[src/rtl/ahb_arbiter_rr_if.sv]
// ahb_arbiter_rr_if: AHB arbitration bundle (requests, owner transfer status, grant outputs)
interface ahb_arbiter_rr_if #(parameter int N = 4);
   localparam int MW = $clog2(N);
   logic [N-1:0] hbusreq, hlock, hsplit, hgrant;
   logic [1:0] htrans, hresp;
   logic [2:0] hburst;
   logic hready, hmastlock;
   logic [MW-1:0] hmaster;
   modport master (input hbusreq, hlock, htrans, hburst, hready, hresp, hsplit,
                   output hgrant, hmaster, hmastlock);
   modport slave (output hbusreq, hlock, htrans, hburst, hready, hresp, hsplit,
                  input hgrant, hmaster, hmastlock);
endinterface

[src/rtl/ahb_arbiter_rr.sv]
// ahb_arbiter_rr: round-robin AHB arbiter honouring bursts, locks and SPLIT masking.
// Define AHB_ARB_FIXED_PRIO_EN to pick the lowest-index eligible master instead.
module ahb_arbiter_rr #(
   parameter int NO_OF_MASTERS = 4,
   parameter int DEFAULT_MASTER = 0
) (
   input logic clk,
   input logic rst_n,
   ahb_arbiter_rr_if.master bus
);
   localparam int N = NO_OF_MASTERS;
   localparam int MW = $clog2(N);
   localparam logic [MW-1:0] DEF = MW'(DEFAULT_MASTER);
   logic [N-1:0] split_mask, set_vec, eligible;
   logic [3:0] beat_cnt, beat_load;
   logic [MW-1:0] gnt_idx, win;
   logic split_set, fixed_burst, last_beat, arb_pt, hold, update;
   assign split_set = bus.hready && bus.hresp == 2'd3;
   assign set_vec = split_set ? N'(1) << bus.hmaster : '0;
   assign eligible = bus.hbusreq & ~(split_mask | set_vec);
   assign fixed_burst = bus.hburst[2:1] != 2'd0;
   assign beat_load = bus.hburst[2:1] == 2'd0 ? 4'd0 :
                      bus.hburst[2:1] == 2'd1 ? 4'd3 :
                      bus.hburst[2:1] == 2'd2 ? 4'd7 : 4'd15;
   assign last_beat = bus.htrans == 2'd3 && fixed_burst && beat_cnt == 4'd1;
   assign arb_pt = bus.hready && (bus.htrans == 2'd0 ||
                   (bus.htrans == 2'd2 && bus.hburst == 3'd0) || last_beat ||
                   (bus.htrans[1] && bus.hburst == 3'd1 && !bus.hbusreq[bus.hmaster]));
   // a SPLIT response overrides both lock retention and remaining beats
   assign hold = !split_set && bus.hlock[gnt_idx];
   assign update = (arb_pt || split_set) && !hold;
`ifdef AHB_ARB_FIXED_PRIO_EN
   always_comb begin
      win = DEF;
      for (int k = N - 1; k >= 0; k--)
         if (eligible[MW'(k)]) win = MW'(k);
   end
`else
   logic [MW-1:0] rr_ptr, j;
   logic found;
   always_comb begin
      win = DEF;
      found = 1'b0;
      j = '0;
      for (int k = N; k >= 1; k--) begin
         j = MW'((int'(rr_ptr) + k) % N);
         if (eligible[j]) begin
            win = j;
            found = 1'b1;
         end
      end
   end
   always_ff @(posedge clk or negedge rst_n)
      if (!rst_n) rr_ptr <= DEF;
      else if (update && found) rr_ptr <= win;
`endif
   always_ff @(posedge clk or negedge rst_n)
      if (!rst_n) begin
         bus.hgrant <= N'(1) << DEF;
         gnt_idx <= DEF;
         bus.hmaster <= DEF;
         bus.hmastlock <= 1'b0;
         split_mask <= '0;
         beat_cnt <= '0;
      end else begin
         split_mask <= (split_mask & ~bus.hsplit) | set_vec;
         if (bus.hready && bus.htrans == 2'd2) beat_cnt <= beat_load;
         else if (bus.hready && bus.htrans == 2'd3 && beat_cnt != 4'd0) beat_cnt <= beat_cnt - 4'd1;
         if (update) begin
            gnt_idx <= win;
            bus.hgrant <= N'(1) << win;
         end
         if (bus.hready) begin
            bus.hmaster <= gnt_idx;
            bus.hmastlock <= bus.hlock[gnt_idx];
         end
      end
endmodule

[src/flat_wrapper.sv]
// flat-port wrapper written by rule: the top's interface ports become plain ports
module ahb_arbiter_rr_flat 
#(
   parameter int NO_OF_MASTERS = 4,
   parameter int DEFAULT_MASTER = 0
)
  (clk, rst_n, bus_hbusreq, bus_hlock, bus_htrans, bus_hburst, bus_hready, bus_hresp, bus_hsplit, bus_hgrant, bus_hmaster, bus_hmastlock);
  ahb_arbiter_rr_if #(.N((4))) bus_i ();
  input logic clk;
  input logic rst_n;
  input wire logic [$bits(bus_i.hbusreq)-1:0] bus_hbusreq;
  input wire logic [$bits(bus_i.hlock)-1:0] bus_hlock;
  input wire logic [$bits(bus_i.htrans)-1:0] bus_htrans;
  input wire logic [$bits(bus_i.hburst)-1:0] bus_hburst;
  input wire logic [$bits(bus_i.hready)-1:0] bus_hready;
  input wire logic [$bits(bus_i.hresp)-1:0] bus_hresp;
  input wire logic [$bits(bus_i.hsplit)-1:0] bus_hsplit;
  output wire logic [$bits(bus_i.hgrant)-1:0] bus_hgrant;
  output wire logic [$bits(bus_i.hmaster)-1:0] bus_hmaster;
  output wire logic [$bits(bus_i.hmastlock)-1:0] bus_hmastlock;
  assign bus_i.hbusreq = bus_hbusreq;
  assign bus_i.hlock = bus_hlock;
  assign bus_i.htrans = bus_htrans;
  assign bus_i.hburst = bus_hburst;
  assign bus_i.hready = bus_hready;
  assign bus_i.hresp = bus_hresp;
  assign bus_i.hsplit = bus_hsplit;
  assign bus_hgrant = bus_i.hgrant;
  assign bus_hmaster = bus_i.hmaster;
  assign bus_hmastlock = bus_i.hmastlock;
  ahb_arbiter_rr #(.NO_OF_MASTERS(NO_OF_MASTERS), .DEFAULT_MASTER(DEFAULT_MASTER)) u_core (.clk(clk), .rst_n(rst_n), .bus(bus_i));
endmodule
[config.mk]
export PLATFORM = sky130hd
export DESIGN_NAME = ahb_arbiter_rr_flat
export DESIGN_NICKNAME = d
export VERILOG_FILES = /design/src/rtl/ahb_arbiter_rr_if.sv /design/src/rtl/ahb_arbiter_rr.sv /design/src/flat_wrapper.sv
export SDC_FILE = /design/constraint.sdc
export NUM_CORES = 1
export LEC_CHECK = 0
export CAP_MARGIN = 20
export CORE_ASPECT_RATIO = 1.75
export CORE_MARGIN = 2
export CORE_UTILIZATION = 47
export CTS_CLUSTER_DIAMETER = 30
export DETAILED_ROUTE_END_ITERATION = 7
export GPL_TIMING_DRIVEN = 1
export PLACE_DENSITY = 0.82
export SYNTH_ARGS = -nofsm -noshare
export SYNTH_HDL_FRONTEND = slang
export SYNTH_SLANG_ARGS = --single-unit
[constraint.sdc]
create_clock -name clk -period 2 [get_ports clk]
set_input_delay 0.2 -clock clk [delete_from_list [all_inputs] [get_ports clk]]
set_output_delay 0.2 -clock clk [all_outputs]
set_load 0.1 [all_outputs]
Yosys cells after proc, flatten, opt, wreduce, memory -nomap -nowiden

Index checks and enable logic that the tools add are counted.

Register bits after elaboration: 19
Input port bits: 22
Output and inout port bits: 7

Equality and inequality tests: 7
Reduce and logical (&&, ||, !) cells: 26
Mux-type cells: 26
Shifts and indexed selects: 2
Bitwise gates (word level): 6
Magnitude comparators: 6
$add $sub $neg: 5

Operators with widths:

| operator                                             | count |
|---|---|
| 2-to-1 mux 4 bit                                     | 6 |
| < comparator 2 x 3 -> 1 bit (second input constant)  | 6 |
| logical AND 1 bit                                    | 13 |
| binary-select mux 1 bit (select 2 bit)               | 6 |
| 2-to-1 mux 1 bit                                     | 10 |
| bitwise AND 4 bit                                    | 2 |
| equality test 2 bit (second input constant)          | 4 |
| 2-to-1 mux 2 bit                                     | 4 |
| NOT 4 bit                                            | 2 |
| bitwise OR 4 bit                                     | 2 |
| left shift 1 x 2 -> 4 bit (first input constant)     | 2 |
| adder 2 x 1 -> 2 bit (second input constant)         | 2 |
| adder 2 bit (second input constant)                  | 2 |
| equality test 4 x 1 -> 1 bit (second input constant) | 1 |
| zero test 2 bit                                      | 2 |
| logical OR 1 bit                                     | 4 |
| nonzero test 2 bit                                   | 2 |
| nonzero test 4 bit                                   | 1 |
| subtractor 4 x 1 -> 4 bit (second input constant)    | 1 |
| equality test 3 x 1 -> 1 bit (second input constant) | 1 |
| zero test 1 bit                                      | 3 |
| zero test 3 bit                                      | 1 |
| equality test 2 x 1 -> 1 bit (second input constant) | 1 |

Logic depth before layout (Yosys ltp)

Word-level depth: 13
Gate-level depth with buffers: 8

Worst setup path before layout

Ideal clock, no wire load.

Path kind: register -> register
From: register u_core.bus.hmaster[0]
To: register u_core.bus.hgrant[3]
Cell stages (with the launch flop): 7
Data arrival time: 2.447 ns
Library setup time: 0.103 ns
Required time: 1.897 ns
Period minus slack after synthesis: 2.550 ns
Setup slack: -0.550 ns
Path through: dfrtp_1 -> buf_6 -> mux4_2 -> and4b_1 -> o311ai_2 -> buf_6 -> o41ai_2

Word-level cells in the longest chain between the ends: 12
Elaborated cells between the ends (all ways): 26
Those cells by class: shift: 2; mux: 15; bitwise: 3; reduce/logical: 6

RTL lines:

| element                                | RTL line                | source |
|---|---|---|
| from (decl)                            | ahb_arbiter_rr_if.sv:10 | `output hgrant, hmaster, hmastlock);` |
| from (signal assigned)                 | ahb_arbiter_rr.sv:74    | `bus.hmaster <= gnt_idx;` |
| left shift 1 x 2 -> 4 bit              | ahb_arbiter_rr.sv:19    | `assign set_vec = split_set ? N'(1) << bus.hmaster : '0;` |
| 2-to-1 mux 4 bit                       | ahb_arbiter_rr.sv:19    |  |
| bitwise OR 4 bit                       | ahb_arbiter_rr.sv:20    | `assign eligible = bus.hbusreq & ~(split_mask \| set_vec);` |
| NOT 4 bit                              | ahb_arbiter_rr.sv:20    |  |
| bitwise AND 4 bit                      | ahb_arbiter_rr.sv:20    |  |
| binary-select mux 1 bit (select 2 bit) | ahb_arbiter_rr.sv:47    | `if (eligible[j]) begin` |
| 2-to-1 mux 1 bit (not written as such) | ahb_arbiter_rr.sv:47    |  |
| 2-to-1 mux 2 bit (4 in a row)          | ahb_arbiter_rr.sv:47    |  |
| left shift 1 x 2 -> 4 bit              | ahb_arbiter_rr.sv:71    | `bus.hgrant <= N'(1) << win;` |
| to (signal assigned)                   | ahb_arbiter_rr.sv:59    | `bus.hgrant <= N'(1) << DEF;` |
| to (signal assigned)                   | ahb_arbiter_rr.sv:71    |  |
| to (decl)                              | ahb_arbiter_rr_if.sv:10 |  |

Parallel ways exist; a longest one is shown, timed or not. The select of a mux whose other input is x is not followed.
A chain may end at the register's enable or synchronous reset.

Worst setup path after layout

From: register u_core.bus.hmaster[0]
To: register u_core.rr_ptr[1]

Word-level cells in the longest chain between the ends: 12
Elaborated cells between the ends (all ways): 30
Those cells by class: shift: 1; mux: 19; bitwise: 3; reduce/logical: 7

RTL lines:

| element                                | RTL line             | source |
|---|---|---|
| left shift 1 x 2 -> 4 bit              | ahb_arbiter_rr.sv:19 |  |
| 2-to-1 mux 4 bit                       | ahb_arbiter_rr.sv:19 |  |
| bitwise OR 4 bit                       | ahb_arbiter_rr.sv:20 |  |
| NOT 4 bit                              | ahb_arbiter_rr.sv:20 |  |
| bitwise AND 4 bit                      | ahb_arbiter_rr.sv:20 |  |
| binary-select mux 1 bit (select 2 bit) | ahb_arbiter_rr.sv:47 |  |
| 2-to-1 mux 1 bit (not written as such) | ahb_arbiter_rr.sv:47 |  |
| 2-to-1 mux 1 bit (4 in a row)          | ahb_arbiter_rr.sv:47 |  |
| logical AND 1 bit                      | ahb_arbiter_rr.sv:55 | `else if (update && found) rr_ptr <= win;` |
| to (signal assigned)                   | ahb_arbiter_rr.sv:55 |  |
| to (decl)                              | ahb_arbiter_rr.sv:39 | `logic [MW-1:0] rr_ptr, j;` |

Parallel ways exist; a longest one is shown, timed or not. The select of a mux whose other input is x is not followed.

==> flow_metrics.tcl <==
set metrics [dict create \
    yosys_warnings 0 \
    grt_overflow_total 0 \
    min_period_ns 1.948 \
    max_freq_ghz 0.5133 \
    diodes 0 \
    worstSetupEndpointType "register" \
    wl_per_cell_um 17.70 \
    yosys-top-cells-area "dfrtp_1 (42%), mux2_2 (4.2%), mux4_2 (4.2%), o21ai_0 (3.7%), inv_1 (3.5%)" \
    synth_area_um2 1081 \
    antenna_found_initial 0 \
    dp_hpwl_mm 2.524 \
    critPathLaunchType "register" \
    synth_cell_types 40 \
    reg2reg_depth 5 \
    synthCells 104 \
    nets 183 \
    yosys.area.top_type "dfrtp_1" \
    place_area_um2 1553 \
    insertion_delay_ns 0.26 \
    die_w_um 40.26 \
    hold_path.class "primary input to asynchronous set/reset pin" \
    ff2ff_setup_slack_ns 0.05 \
    ant_nets 0 \
    use_met3_pct 5.592 \
    period_share_pct 97.41 \
    seqCellArea_um2 481.7 \
    cts_buffers 3 \
    yosysMostFrequentCell "dfrtp_1" \
    cp_max_fo 6 \
    synth_top_area_share_pct 41.67 \
    worstMarginPinSlew_ns 0.6275 \
    grt.busiest_layer "met2" \
    grt_max_degree 14 \
    cts-root-buf "clkbuf_8" \
    synth-seq-cells 19 \
    via_count 1095 \
    leakagePower_nw 0.7185 \
    syn2layout_area_growth_pct 49.19 \
    cts_tree "yes" \
    drt_iter0_drc 20 \
    slew_violations 0 \
    setup_violations 0 \
    grt_pass1_wl_mm 4.974 \
    reg2reg_from "u_core.bus.hmaster[0]" \
    synth_edf_count 0 \
    drc 0 \
    fp.dieH_um 67.45 \
    io_pins 29 \
    max-vdd-ir-drop_mv 1.321 \
    grt_pass1_vias 1163 \
    relSlewSlack_pct 58.03 \
    crit_type "register to register" \
    power_density_nw_per_um2 1429 \
    status "finished, final reports clean" \
    clockBufferDepth 2 \
    synth_common_cells "dfrtp_1 (18), inv_1 (10), nand2_1 (10)" \
    skew_ns 0.001961 \
    drt_pass1_iterations 5 \
    vias_per_cell 5.984 \
    syn_nets 128 \
    grtUsageMet1_pct 25.70 \
    die_area_um2 2715 \
    cts.sinks 19 \
    rows 23 \
    multi_input_area_um2 573.1 \
    met2_usage_pct 49.80 \
    start_util_pct 48.16 \
    final_design_area_no_fill_um2 1613 \
    htreeDepth 1 \
    postCtsSetupBuffers 0 \
    rsz0062_at_grt "yes" \
    finalHoldViolations 0 \
    syn_area_per_cell_um2 10.39 \
    cap_violations 0 \
    timing.rr.end "u_core.rr_ptr[1]" \
    portBuffers 28 \
    synth_ff_type "dfrtp_1" \
    crit_required_ns 2.15 \
    ys_seq_area_share_pct 44.10 \
    clk_pin_slew_ns 0.07 \
    place.gp.congestion 0.8746 \
    track_usage_pct 26.76 \
    setup_tns_ns 0 \
    crit_arrival_ns 2.10 \
    core_um2 2245 \
    async_flop_share_pct 100.0 \
    num-fill-cells 167 \
    drt-total-wl_mm 3.240 \
    drive_above_1_share_pct 32.28 \
]
## sequential cells by signal, summed over array words and instances, names as in the netlist
| signal | flops |
|---|---|
| u_core.gnt_idx | 2 |
| u_core.rr_ptr | 2 |
| u_core.split_mask | 4 |
| u_core.bus.hmaster | 2 |
| u_core.beat_cnt | 4 |
| u_core.bus.hgrant | 4 |
| u_core.bus.hmastlock | 1 |
## worst max-delay path by stage
stage	from	to	slack [ns]	depth (start not counted)
6_report	u_core.bus.hmaster[0]	u_core.rr_ptr[1]	0.05	5
5_1_grt	u_core.bus.hmaster[0]	u_core.bus.hgrant[2]	-0.0004	5
4_1_cts	u_core.bus.hmaster[0]	u_core.bus.hgrant[3]	0.04	6
3_5_place_dp	bus_hbusreq[2]	u_core.bus.hgrant[2]	-0.11	6
3_3_place_gp	bus_hbusreq[3]	u_core.bus.hgrant[2]	-0.05	6
2_1_floorplan	u_core.bus.hmaster[0]	u_core.rr_ptr[1]	-0.16	6
## through the flow
| stage | power, mW | hold slack [ns] | cells | worst slack (ns) | utilization (%) |
|---|---|---|---|---|---|
| floorplan | 1.594 | -0.09559 | 104 | -0.1630 | - |
| global placement | 1.954 | 0.4695 | 179 | -0.04843 | 69.18 |
| detailed placement | 2.011 | 0.4860 | 179 | -0.1071 | 69.18 |
| CTS | 2.294 | 0.3476 | 183 | 0.03857 | 71.24 |
| global route | 2.413 | 0.3769 | 183 | -0.0004419 | 71.85 |
| finish | 2.305 | 0.3277 | 183 | 0.05183 | 71.85 |
## critical path, stage by stage, from the launching register on
cell      delay, ns
dfrtp_4        0.46
mux4_2         0.50
and4b_1        0.31
o311ai_4       0.15
a31o_2         0.26
a21o_1         0.17
## cell families after synthesis
kind of cell | count (synthesis) | share of synthesized area (%)
AO/OA/AOI/OAI | 37 | 27.09
AND/OR/NAND/NOR | 28 | 12.62
multiplexers | 6 | 8.333
buffers and inverters | 12 | 5.556
flip-flops | 19 | 44.10
adder cells (fa/ha/maj) | 2 | 2.314
## area by class of cell
type | count | share of cell area [%]
Multi-Input combinational cell | 73 | 35.53
Sequential cell | 19 | 29.87
Timing Repair Buffer | 52 | 27.46
Clock buffer | 3 | 2.560
Inverter | 10 | 2.327
Tap cell | 25 | 1.939
Clock inverter | 1 | 0.3103
## where the power goes
part	leakage (nW)	switching, mW	internal, mW
clock	0.0255	0.132	0.139
sequential	0.236	0.166	0.549
combinational	0.457	0.849	0.471
total	0.718	1.15	1.16
## metal layers
metal  wire [um]  vias up
li1            -      504
met1        1110      541
met2        1886       36
met3         147       14
met4          95        0
met5           0        -
## placed cells by master (no fill, tap or decap), drive strengths merged, types with 2 or more instances in the layout
cell and n:
nor2b 2, ha 2, clkbuf 3, nand2 10, clkdlybuf4s50 21, a21o 2, o311a 2, o32ai 3
o22ai 2, mux4 2, or3 2, dfrtp 18, nor3 2, inv 10, buf 31, mux2 4
o21ai 8, nor2 6, o41ai 2, o221ai 2, a22o 2, nand3 2, o311ai 2
## what timing repair did
item                                    4_1_cts  5_1_grt
endpoints found under the setup margin        0        4
hold buffers                                  0        0
resized for setup                             0        2
Note: power is estimated with default switching activity, not from simulation.
